## config.mk

```make
export PLATFORM = sky130hd
export DESIGN_NAME = dmem_port_arbiter
export DESIGN_NICKNAME = d
export VERILOG_FILES = /design/src/rtl/dmem_port_arbiter_pkg.sv /design/src/rtl/dmem_store_merge.sv /design/src/rtl/dmem_port_arbiter.sv
export SDC_FILE = /design/constraint.sdc
export NUM_CORES = 1
export LEC_CHECK = 0
export BUFFER_PORTS_ARGS = -buffer_cell sky130_fd_sc_hd__buf_4
export CORE_UTILIZATION = 30
export CTS_CLUSTER_SIZE = 25
export DETAILED_ROUTE_END_ITERATION = 6
export HOLD_SLACK_MARGIN = 0.15
export PLACE_DENSITY = 0.57
export SLEW_MARGIN = 40
export SYNTH_ARGS = -nofsm -noshare
export SYNTH_HDL_FRONTEND = slang
export SYNTH_HIERARCHICAL = 1
export SYNTH_SLANG_ARGS = --single-unit
```

## constraint.sdc

```tcl
create_clock -name clk -period 8.6 [get_ports clk]
set_input_delay 0.43 -clock clk [delete_from_list [all_inputs] [get_ports clk]]
set_output_delay 0.43 -clock clk [all_outputs]
set_load 0.01 [all_outputs]
```

## src/rtl/dmem_port_arbiter_pkg.sv

```systemverilog
// dmem_port_arbiter_pkg: funct3 encodings and arbiter state type shared by the data-memory port logic
package dmem_port_arbiter_pkg;
    localparam logic [2:0] F3_LB  = 3'b000;
    localparam logic [2:0] F3_LH  = 3'b001;
    localparam logic [2:0] F3_LW  = 3'b010;
    localparam logic [2:0] F3_LBU = 3'b100;
    localparam logic [2:0] F3_LHU = 3'b101;
    localparam logic [2:0] F3_SB  = 3'b000;
    localparam logic [2:0] F3_SH  = 3'b001;
    localparam logic [2:0] F3_SW  = 3'b010;

    typedef enum logic [2:0] {IDLE, LD_WAIT, RESP, RMW_RD, RMW_WAIT, RMW_WR} arb_state_t;

    function automatic logic st_funct3_ok(input logic [2:0] f);
        return f == F3_SB || f == F3_SH || f == F3_SW;
    endfunction
endpackage

```

## src/rtl/dmem_store_merge.sv

```systemverilog
// dmem_store_merge: splices SB/SH store data into the old memory word; SW replaces the whole word
module dmem_store_merge
    import dmem_port_arbiter_pkg::*;
(
    input  logic [31:0] old_word,
    input  logic [31:0] st_data,
    input  logic [1:0]  addr,
    input  logic [2:0]  funct3,
    output logic [31:0] merged
);
    always_comb begin
        merged = old_word;
        if (funct3 == F3_SB)
            merged[{addr, 3'b000} +: 8] = st_data[7:0];
        else if (funct3 == F3_SH)
            merged[{addr[1], 4'b0000} +: 16] = st_data[15:0];
        else
            merged = st_data;
    end
endmodule

```

## src/rtl/dmem_port_arbiter.sv

```systemverilog
// dmem_port_arbiter: shares the data-memory port between loads and committed stores, with RMW for SB/SH
module dmem_port_arbiter
    import dmem_port_arbiter_pkg::*;
#(
    parameter int ADDR_WIDTH   = 32,
    parameter int DATA_WIDTH   = 32,
    parameter int DEPTH        = 1024,
    parameter int TAG_WIDTH    = 6,
    parameter int STARVE_LIMIT = 4
) (
    input  logic                  clk,
    input  logic                  rst,
    input  logic                  ld_valid,
    output logic                  ld_ready,
    input  logic [ADDR_WIDTH-1:0] ld_addr,
    input  logic [2:0]            ld_funct3,
    input  logic [TAG_WIDTH-1:0]  ld_tag,
    input  logic                  st_valid,
    output logic                  st_ready,
    input  logic [ADDR_WIDTH-1:0] st_addr,
    input  logic [DATA_WIDTH-1:0] st_data,
    input  logic [2:0]            st_funct3,
    output logic                  st_err,
    input  logic                  flush,
    output logic                  resp_valid,
    input  logic                  resp_ready,
    output logic [DATA_WIDTH-1:0] resp_data,
    output logic [TAG_WIDTH-1:0]  resp_tag,
    output logic [ADDR_WIDTH-1:0] mem_raddr,
    output logic [2:0]            mem_funct3,
    output logic                  mem_read_en,
    output logic [ADDR_WIDTH-1:0] mem_waddr,
    output logic [DATA_WIDTH-1:0] mem_wdata,
    output logic                  mem_write_en,
    input  logic [DATA_WIDTH-1:0] mem_rdata,
    input  logic                  mem_rdata_valid
);
    localparam int CW = $clog2(STARVE_LIMIT + 1);
    localparam logic [CW-1:0] LIMIT = CW'(STARVE_LIMIT);

    arb_state_t            state;
    logic [CW-1:0]         starve_cnt;
    logic                  kill;
    logic [ADDR_WIDTH-1:0] sa;
    logic [DATA_WIDTH-1:0] sd;
    logic [2:0]            sf;
    logic [TAG_WIDTH-1:0]  tag_q;
    logic [DATA_WIDTH-1:0] merged_q;
    logic [31:0]           merged;
    logic idle, st_grant, ld_grant, st_bad, st_word, st_rmw;

    dmem_store_merge u_merge (
        .old_word(mem_rdata),
        .st_data (sd),
        .addr    (sa[1:0]),
        .funct3  (sf),
        .merged  (merged)
    );

    // Stores win unless a waiting load has already been passed over STARVE_LIMIT times
    assign idle     = state == IDLE && !rst;
    assign st_grant = idle && st_valid && !(ld_valid && starve_cnt == LIMIT);
    assign ld_grant = idle && ld_valid && !st_grant;
    assign st_bad   = !st_funct3_ok(st_funct3) || (st_addr >> 2) >= ADDR_WIDTH'(DEPTH);
    assign st_word  = st_grant && !st_bad && st_funct3 == F3_SW;
    assign st_rmw   = st_grant && !st_bad && st_funct3 != F3_SW;

    assign ld_ready     = ld_grant;
    assign st_ready     = (st_grant && !st_rmw) || state == RMW_WR;
    assign st_err       = st_grant && st_bad;
    assign resp_valid   = state == RESP;
    assign mem_read_en  = ld_grant || state == RMW_RD;
    assign mem_raddr    = ld_grant ? ld_addr : state == RMW_RD ? {sa[ADDR_WIDTH-1:2], 2'b00} : '0;
    assign mem_funct3   = ld_grant ? ld_funct3 : state == RMW_RD ? F3_LW : '0;
    assign mem_write_en = st_word || state == RMW_WR;
    assign mem_waddr    = st_word ? st_addr >> 2 : state == RMW_WR ? sa >> 2 : '0;
    assign mem_wdata    = st_word ? st_data : state == RMW_WR ? merged_q : '0;

    always_ff @(posedge clk or posedge rst) begin
        if (rst) begin
            state      <= IDLE;
            starve_cnt <= '0;
            kill       <= 1'b0;
            sa         <= '0;
            sd         <= '0;
            sf         <= '0;
            tag_q      <= '0;
            merged_q   <= '0;
            resp_data  <= '0;
            resp_tag   <= '0;
        end else begin
            starve_cnt <= (!ld_valid || ld_grant) ? '0 : st_grant ? starve_cnt + 1'b1 : starve_cnt;
            case (state)
                IDLE: begin
                    if (ld_grant) begin
                        state <= LD_WAIT;
                        tag_q <= ld_tag;
                        kill  <= flush;
                    end else if (st_rmw) begin
                        state <= RMW_RD;
                        sa    <= st_addr;
                        sd    <= st_data;
                        sf    <= st_funct3;
                    end
                end
                LD_WAIT: begin
                    if (mem_rdata_valid) begin
                        state <= (kill || flush) ? IDLE : RESP;
                        kill  <= 1'b0;
                        if (!(kill || flush)) begin
                            resp_data <= mem_rdata;
                            resp_tag  <= tag_q;
                        end
                    end else begin
                        kill <= kill || flush;
                    end
                end
                RESP:     state <= (flush || resp_ready) ? IDLE : RESP;
                RMW_RD:   state <= RMW_WAIT;
                RMW_WAIT: begin
                    if (mem_rdata_valid) begin
                        merged_q <= merged;
                        state    <= RMW_WR;
                    end
                end
                RMW_WR:   state <= IDLE;
                default:  state <= IDLE;
            endcase
        end
    end
endmodule
```

==> flow_metrics.py, run 1 <==
metrics = {
    "route": {
        "m1WireLength_um": 11200,
        "num_vias": 6412,
        "met3_length_um": 1390,
        "first_pass_iters": 4,
        "routed_wl_um": 24700,
        "route.detailed.drc": 0,
        "top_layer": "met4",
        "wl_per_cell_um": 19.7,
        "ant_nets": 0,
        "drt_iter0_drc": 371,
        "wl_met2_um": 11500,
        "vias_per_cell": 5.11,
    },
    "layout": {
        "final_core_util_pct": 42.4,
        "num_antenna_cells": 0,
        "drive_gt1_share_pct": 43.3,
        "syn2layout_area_growth_pct": 37.1,
        "nets": 1065,
    },
    "critical_path": {
        "worstPathMaxFanout": 43,
        "r2r-end": "sd[3]",
        "cp_data_arrival_time_ns": 2.83,
        "endpoint_kind": "output pin",
        "reg2regPathDepth": 5,
        "worstPathRequired_ns": 8.17,
        "critPathKind": "flip-flop to output pin",
        "regToRegStartpoint": "state[0]",
        "crit_path_start_kind": "flip-flop",
        "worst-r2r-setup-slack_ns": 6.03,
        "worstSetupStartpoint": "state[0]",
    },
    "clock_network": {
        "clock_path_buffers": 2,
        "htreeDepth": 4,
        "cts_tree": "built",
        "cts_setup_buffers": 0,
        "clkSlewWorstSetupHoldPaths_ns": 0.07,
        "numCtsBuffers": 17,
        "holdBufCountCts": 0,
        "clk_latency_ns": 0.43,
        "cts_root_buf": "clkbuf_16",
        "cts.sinks": 150,
        "cts_resized": 0,
    },
    "pwr": {
        "powerDensity_nw_per_um2": 205,
        "vdd_drop_max_v": 0.000105,
        "p_leak_nw": 5.32,
    },
    "timing": {
        "drv_slew": 0,
        "max_freq_ghz": 0.307,
        "fin_skew_ns": 0.0137,
        "setup_viol": 0,
        "period_minus_slack_ns": 3.26,
        "max_slew_margin_pct": 45.5,
        "hold_viol": 0,
        "setup_tns_ns": 0,
        "rsz0062_at_grt": "false",
        "tightest_slew_ns": 0.816,
        "finalCritPeriodShare_pct": 37.9,
    },
    "floorplan": {
        "ioPinCount": 290,
        "rows": 58,
        "core_um2": 25500,
        "die_x_um": 164,
        "start_util_pct": 30.9,
        "fp.dieH_um": 164,
        "die_area_um2": 26900,
    },
    "synth": {
        "yosys_warnings": 6,
        "ys_seq_elements": 150,
        "synth_top_area_share_pct": 47.7,
        "synth_cells": 653,
        "synth_edf_count": 0,
        "syn_area_um2": 7870,
        "ys_seq_area_share_pct": 47.7,
        "synth_area_leaders": "dfrtp_1, mux2_1, a22o_1",
        "ys.flop_type": "dfrtp_1",
        "synth_area_leader_cell": "dfrtp_1",
        "syn_avg_cell_area_um2": 12.0,
        "synth.distinct_cells": 55,
        "async_reset_ff_share_pct": 100,
    },
    "global_routing": {
        "grt_overflow": 0,
        "grt_antenna_before_repair": 0,
        "grt_max_degree": 78,
        "grt_pass1_vias": 6309,
        "grt.total_usage_pct": 18.5,
        "grt_first_pass_wirelength_um": 37600,
    },
    "job": {
        "cap_violations": 0,
    },
    "placement": {
        "finalWeightedCongestion": 0.760,
        "place_hpwl_um": 17200,
        "io_buffers": 287,
    },
    "worst_hold_path": {
        "hold_class": "input pin to asynchronous set/reset pin",
    },
    "status": {
        "status": "complete, no violations",
    },
}
## synthesized netlist by cell type (all sizes together) (8+ instances only)
master / n
clkbuf: 22
mux2i: 17
inv: 8
buf: 33
a22o: 83
and2: 26
a21oi: 20
dfrtp: 150
nand3: 14
a221oi: 16
nor2: 23
nor2b: 26
mux2: 122
## critical path, stage by stage, from the launching register on
cell	delay, ns
dfrtp_1	0.51
nor4_2	0.44
nand3_2	0.25
nor4b_4	0.25
buf_4	0.51
a22o_1	0.28
buf_4	0.13
## report_power, final
part           total [W]  internal (W)  switching, W
Clock           0.000724      0.000384      0.000340
Sequential      0.000960      0.000864     0.0000954
Combinational   0.000525      0.000308      0.000217
## through the flow
stage	std cells	power [W]	setup WS [ns]	hold slack (ns)	area (µm²)
after floorplan	654	0.00121	4.13	0.454	7870
after global placement	1222	0.00149	5.65	0.471	10200
after detailed placement	1222	0.00151	5.66	0.475	10200
after CTS	1254	0.00224	5.26	0.155	10800
after global routing	1254	0.00233	5.11	0.177	10800
final	1254	0.00221	5.34	0.126	10800
## cell usage in the layout, fill, tap and decap left out, drive strengths merged, types with 14 or more instances in the layout
master,synthesis,routed
clkbuf,22,18
nor2,23,23
a21oi,20,20
mux2,122,122
mux2i,17,17
nor2b,26,26
a22o,83,83
buf,33,293
nand3,14,14
dfrtp,150,150
a221oi,16,16
inv,8,17
and2,26,26
## worst max path at each step
stage	end	slack [ns]
floorplan	kill	4.13
global placement	mem_wdata[31]	5.65
detailed placement	mem_wdata[31]	5.66
CTS	mem_wdata[31]	5.26
global route	mem_wdata[31]	5.11
finish	mem_wdata[31]	5.34
## registers in the layout, indices dropped and copies added, names as in the netlist
signal      cells
tag_q           6
resp_tag        6
merged_q       32
sf              3
resp_data      32
sd             32
state           3
kill            1
starve_cnt      3
sa             32
## final cells by class
class                           count  area (µm²)
Clock buffer                       18         429
Multi-Input combinational cell    441        3820
Tap cell                          330         413
Timing Repair Buffer              293        2210
Inverter                            8        35.0
Clock inverter                     14         133
Sequential cell                   150        3750
Fill cell                        2446       14700
## cells by family after synthesis
family	count (synthesis)	synth area share, %
AND/OR/NAND/NOR	138	11.0
flip-flops	150	47.7
buffers and inverters	63	4.25
adder cells (fa/ha/maj)	7	1.11
multiplexers	139	19.6
other	1	0.0477
XOR/XNOR	1	0.111
AO/OA/AOI/OAI	154	16.1
## layer usage
layer	global-route usage, %	vias to the layer above
li1	-	2975
met4	6.36	0
met2	29.1	237
met3	3.28	29
met1	25.5	3171
met5	0	-
(Power assumes the default switching activity.)
==> run 2, diff against run 1 <==
--- a/config.mk
+++ b/config.mk
@@ -5,12 +5,13 @@
 export SDC_FILE = /design/constraint.sdc
 export NUM_CORES = 1
 export LEC_CHECK = 0
+export ABC_AREA = 1
 export BUFFER_PORTS_ARGS = -buffer_cell sky130_fd_sc_hd__buf_4
 export CORE_UTILIZATION = 30
 export CTS_CLUSTER_SIZE = 25
 export DETAILED_ROUTE_END_ITERATION = 6
 export HOLD_SLACK_MARGIN = 0.15
-export PLACE_DENSITY = 0.57
+export PLACE_DENSITY = 0.56
 export SLEW_MARGIN = 40
 export SYNTH_ARGS = -nofsm -noshare
 export SYNTH_HDL_FRONTEND = slang
==> constraint.sdc (replaced) <==
create_clock -name clk -period 3.1 [get_ports clk]
set_input_delay 0.155 -clock clk [delete_from_list [all_inputs] [get_ports clk]]
set_output_delay 0.155 -clock clk [all_outputs]
set_load 0.01 [all_outputs]
==> run 2 against run 1 <==
Clock skew grew 0.0048 ns. Critical path type unchanged. Clock power grew to 3.1 times the previous value. Sequential share of layout area shrank 5.3 points. Sequential power grew to 2.8 times the previous value. Via count grew 43%. Flip-flop and latch count is the same.
==> flow_metrics.py, run 2 <==
metrics = {
    "synth": {
        "synthAdderAreaFrac_pct": 1.00,
        "ys_seq_area_share_pct": 42.9,
        "synth.distinct_cells": 26,
        "syn_avg_cell_area_um2": 6.81,
        "yosysMostFrequentCell": "nand2_1",
        "async_reset_ff_share_pct": 100,
        "yosys-top-cells-count": "nand2_1, inv_1, dfrtp_1",
        "synth_simple_gate_area_share_pct": 33.0,
        "ys.flop_type": "dfrtp_1",
        "yosys_warnings": 6,
        "ys_seq_elements": 150,
        "synth_area_leader_cell": "dfrtp_1",
        "synth_cells": 1284,
        "synth_top_area_share_pct": 42.9,
        "synth_top_family_by_area": "simple AND/OR/NAND/NOR gates",
        "synth_compound_area_share_pct": 8.13,
        "synth-xor-area-share_pct": 0,
        "synth_area_leaders": "dfrtp_1, nand2_1, inv_1",
        "synth_edf_count": 0,
        "muxShareOfSynthArea_pct": 4.12,
        "syn_area_um2": 8750,
    },
    "clock_network": {
        "cts.sinks": 150,
        "numCtsBuffers": 17,
        "clk_latency_ns": 0.43,
        "clkSlewWorstSetupHoldPaths_ns": 0.06,
        "cts_root_buf": "clkbuf_16",
        "cts_resized": 0,
        "clock_path_buffers": 2,
        "cts_tree": "built",
        "htreeDepth": 4,
    },
    "floorplan": {
        "core_um2": 28700,
        "die_x_um": 173,
        "ioPinCount": 290,
        "die_area_um2": 29800,
        "start_util_pct": 30.5,
        "fp.dieH_um": 173,
        "rows": 62,
    },
    "global_routing": {
        "grt_first_pass_wirelength_um": 49000,
        "grt_pass1_vias": 9245,
        "grt.total_usage_pct": 20.8,
        "grt_max_degree": 60,
        "grt_overflow": 0,
        "grt_antenna_before_repair": 0,
    },
    "layout": {
        "nets": 1786,
        "num_antenna_cells": 0,
        "seq_area_um2": 3750,
        "mostFrequentLayoutCells": "nand2_1, buf_4, inv_1",
        "syn2layout_area_growth_pct": 45.6,
        "final_common_cell": "nand2_1",
        "n_fill_cell": 2958,
        "drive_gt1_share_pct": 22.6,
        "multiInputGateArea_um2": 4060,
    },
    "critical_path": {
        "cp_data_arrival_time_ns": 2.67,
        "endpoint_kind": "output pin",
        "crit_path_start_kind": "flip-flop",
        "worstPathMaxFanout": 26,
        "worstPathRequired_ns": 2.94,
        "critPathKind": "flip-flop to output pin",
    },
    "worst_hold_path": {
        "hold_class": "input pin to flip-flop",
    },
    "route": {
        "ant_nets": 0,
        "wl_per_cell_um": 15.1,
        "routed_wl_um": 30700,
        "first_pass_iters": 5,
        "drt_iter0_drc": 527,
        "num_vias": 9196,
        "route.detailed.drc": 0,
        "vias_per_cell": 4.53,
    },
    "timing": {
        "hold_viol": 0,
        "drv_slew": 0,
        "finalCritPeriodShare_pct": 91.0,
        "max_slew_margin_pct": 50.5,
        "period_minus_slack_ns": 2.82,
        "fin_skew_ns": 0.0185,
        "setup_tns_ns": 0,
        "setup_viol": 0,
        "max_freq_ghz": 0.354,
        "tightest_slew_ns": 0.741,
        "timing.hold.ws_ns": 0.171,
        "rsz0062_at_grt": "false",
    },
    "placement": {
        "io_buffers": 287,
        "finalWeightedCongestion": 0.897,
        "place_hpwl_um": 22200,
    },
    "job": {
        "cap_violations": 0,
    },
    "pwr": {
        "vdd_drop_max_v": 0.000313,
        "p_leak_nw": 7.07,
        "powerDensity_nw_per_um2": 575,
        "total_power_w": 0.00732,
    },
    "status": {
        "status": "complete, no violations",
    },
}
-- run 2: changes by cell type after synthesis, sizes merged, moves of 7 or more --
cell	change
nand2	+530
inv	+151
nor2	+120
o21ai	+100
mux2	-90
a22o	-83
nand3	+31
and2	-26
nor2b	-26
mux2i	-17
a221oi	-16
a21oi	+15
buf	+12
nor4	-7
-- run 2: final cells by class --
type | count | area share, %
Clock buffer | 18 | 3.37
Multi-Input combinational cell | 915 | 31.9
Inverter | 159 | 4.72
Clock inverter | 14 | 1.55
Timing Repair Buffer | 389 | 25.2
Sequential cell | 150 | 29.5
Tap cell | 384 | 3.77
-- run 2: repair_timing --
action / CTS / global route
buffers inserted: 0 / 0
endpoints found under the hold margin: 105 / 0
hold buffers: 86 / 0
-- run 2: report_power, final --
group	switching (W)	total (W)	internal, W
combinational	0.00121	0.00235	0.00114
sequential	0.000222	0.00270	0.00248
clock	0.000908	0.00227	0.00136
-- run 2: metrics by stage --
stage | cells | instance area, µm² | utilization [%] | setup WS, ns
global placement | 1910 | 11200 | 39.1 | 0.825
detailed placement | 1910 | 11200 | 39.1 | 0.742
floorplan | 1285 | 8750 | - | 1.06
finish | 2029 | 12700 | 44.4 | 0.279
CTS | 2028 | 12700 | 44.3 | 0.265
global route | 2029 | 12700 | 44.4 | 0.0551
-- run 2: final timing paths --
kind	start	endpoint	slack, ns	cells past startpoint
min in group asynchronous	rst	tag_q[1]	0.36	3
max in group asynchronous	rst	sd[15]	1.78	4
worst max-delay path	state[0]	mem_wdata[22]	0.28	11
worst max register to register	sa[0]	merged_q[15]	0.91	11
worst min register to register	sd[20]	sd[20]	0.48	2
worst min-delay path	flush	state[1]	0.17	6
-- run 2: logic make-up (layout without fill, tap and decap cells) --
| group | after synthesis | in the layout |
|---|---|---|
| other | 1 | 2 |
| buffers and inverters | 220 | 580 |
| and+or+nand+nor | 732 | 732 |
| muxes | 32 | 32 |
| adders and majority gates | 7 | 7 |
| DFF | 150 | 150 |
| AOI/OAI and AO/OA | 142 | 142 |
-- run 2: routing by layer --
metal | vias to the layer above | global-route usage, % | part of all wire, %
met2 | 322 | 34.6 | 48
met1 | 4253 | 26.6 | 44
li1 | 4593 | - | -
met4 | 0 | 6.12 | 1.7
met5 | - | 0 | 0
met3 | 28 | 5.08 | 6.7
-- run 2: worst max-delay path, stage by stage (launching register included) --
cell and delay [ns]:
dfrtp_1 0.43, nor2_2 0.20, nand2_2 0.09, nor2_4 0.12, inv_2 0.07, nor2_4 0.13
nand2_1 0.12, nor2_4 0.46, buf_12 0.25, nand2_1 0.08, o21ai_0 0.11, buf_4 0.17
==> run 3, diff against run 2 <==
--- a/config.mk
+++ b/config.mk
@@ -8,10 +8,12 @@
 export ABC_AREA = 1
 export BUFFER_PORTS_ARGS = -buffer_cell sky130_fd_sc_hd__buf_4
 export CORE_UTILIZATION = 30
+export CTS_CLUSTER_DIAMETER = 100
 export CTS_CLUSTER_SIZE = 25
 export DETAILED_ROUTE_END_ITERATION = 6
 export HOLD_SLACK_MARGIN = 0.15
 export PLACE_DENSITY = 0.56
+export REMOVE_ABC_BUFFERS = 1
 export SLEW_MARGIN = 40
 export SYNTH_ARGS = -nofsm -noshare
 export SYNTH_HDL_FRONTEND = slang
==> run 3 against run 2 <==
Design area rose by 0.13%. Sequential share of layout area barely moved. Combinational power fell by 2%. Cell count barely moved. Flip-flop and latch count did not move. Highest routed layer unchanged. Largest cell class unchanged. Critical path depth fell by 2. Non-clock buffer count rose by 2. Worst setup slack improved by 0.16 ns. Register-to-register slack got worse by 0.09 ns. Clock skew fell by 0.0054 ns.
==> flow_metrics.py, run 3 (synthesis gave the netlist of run 2 again) <==
metrics = {
    "critical_path": {
        "worstPathRequired_ns": 2.94,
        "cp_data_arrival_time_ns": 2.51,
        "crit_family": "buffers and inverters",
        "worstPathMaxFanout": 45,
        "path_cells": "inv_1 > ha_1 > nand3_1 > nand2_1 > nand3_2 > inv_2 > nand2_1 > o21ai_0 > buf_4",
        "cp_slowest_cell": "inv_2",
        "critPathKind": "flip-flop to output pin",
        "endpoint_kind": "output pin",
        "crit_path_start_kind": "flip-flop",
        "critPathBufInv": 3,
        "crit_top_cell": "nand2_1",
        "max_stage_delay_ns": 0.60,
    },
    "job": {
        "cap_violations": 0,
    },
    "layout": {
        "drive_gt1_share_pct": 22.7,
        "mostFrequentLayoutCells": "nand2_1, buf_4, inv_1",
        "num_antenna_cells": 0,
        "nets": 1788,
        "syn2layout_area_growth_pct": 45.8,
        "n_fill_cell": 2973,
        "final_common_cell": "nand2_1",
        "fin_area_um2": 12700,
    },
    "global_routing": {
        "grt_antenna_before_repair": 0,
        "grt.total_usage_pct": 19.4,
        "grt_overflow": 0,
        "grt_pass1_vias": 8943,
        "grt_first_pass_wirelength_um": 46500,
        "grt_max_degree": 59,
    },
    "route": {
        "route.detailed.drc": 0,
        "first_pass_iters": 5,
        "vias_per_cell": 4.48,
        "routed_wl_um": 28800,
        "drt_iter0_drc": 497,
        "wl_per_cell_um": 14.2,
        "num_vias": 9090,
        "ant_nets": 0,
    },
    "pwr": {
        "total_power_w": 0.00727,
        "powerDensity_nw_per_um2": 570,
        "p_leak_nw": 7.07,
        "vdd_drop_max_v": 0.000318,
    },
    "floorplan": {
        "die_x_um": 173,
        "die_area_um2": 29800,
        "ioPinCount": 290,
        "rows": 62,
        "start_util_pct": 30.5,
        "core_um2": 28700,
        "fp.dieH_um": 173,
    },
    "clock_network": {
        "cts_root_buf": "clkbuf_16",
        "cts_tree": "built",
        "holdBufCountCts": 87,
        "cts.sinks": 150,
        "clkSlewWorstSetupHoldPaths_ns": 0.07,
        "clk_latency_ns": 0.43,
        "numCtsBuffers": 17,
        "htreeDepth": 4,
        "clock_path_buffers": 2,
        "cts_setup_buffers": 0,
        "cts_resized": 0,
    },
    "status": {
        "status": "complete, no violations",
    },
    "timing": {
        "setup_tns_ns": 0,
        "timing.hold.ws_ns": 0.168,
        "rsz0062_at_grt": "false",
        "tightest_slew_ns": 0.775,
        "max_slew_margin_pct": 48.3,
        "period_minus_slack_ns": 2.66,
        "fin_skew_ns": 0.0131,
        "fin_ws_ns": 0.437,
        "hold_viol": 0,
        "setup_viol": 0,
        "drv_slew": 0,
        "finalCritPeriodShare_pct": 85.9,
        "max_freq_ghz": 0.375,
    },
    "worst_hold_path": {
        "hold_class": "input pin to flip-flop",
    },
    "placement": {
        "place_hpwl_um": 19500,
        "dpl_cell_area_um2": 11200,
        "dp_slack_ns": 0.814,
        "io_buffers": 287,
        "finalWeightedCongestion": 0.764,
    },
}
-- run 3: layer usage --
metal	part of all wire, %	track usage [%]	up-vias
met5	0	0	-
met4	1.2	4.98	0
met3	4.6	3.21	17
met2	48	33.8	253
met1	46	24.9	4222
li1	-	-	4598
-- run 3: final timing paths --
path	from	endpoint	slack [ns]	depth (start not counted)
worst max-delay path	starve_cnt[0]	mem_raddr[23]	0.44	9
worst max register to register	sa[0]	merged_q[9]	0.82	11
worst min register to register	sd[29]	sd[29]	0.48	2
max in group asynchronous	rst	merged_q[3]	1.97	4
worst min-delay path	flush	state[1]	0.17	6
min in group asynchronous	rst	starve_cnt[0]	0.38	3
-- run 3: tightest hold or removal path, stage by stage --
cell	delay (ns)
buf_4	0.09
nor2_1	0.03
nand2_1	0.05
o21ai_0	0.08
nor2_1	0.11
nor2_1	0.05
-- run 3: area by class of cell --
cell class | count | area (µm²) | share of cell area [%]
clock buffers | 19 | 443 | 3.47
clock inverters | 13 | 193 | 1.51
inverters | 159 | 602 | 4.72
multi-input cells | 915 | 4080 | 32.0
flip-flops and latches | 150 | 3750 | 29.5
well taps | 384 | 480 | 3.77
repair buffers | 391 | 3200 | 25.1
-- run 3: where the power goes --
| group | switching (W) | internal (W) | total, W |
|---|---|---|---|
| clock network | 0.000896 | 0.00138 | 0.00228 |
| registers | 0.000220 | 0.00248 | 0.00270 |
| logic | 0.00115 | 0.00114 | 0.00230 |
-- run 3: through the flow --
stage          utilization (%)  std cells
6_report                  44.4       2031
4_1_cts                   44.4       2031
3_5_place_dp              39.1       1912
3_3_place_gp              39.0       1911
5_1_grt                   44.4       2031
2_1_floorplan                -       1224
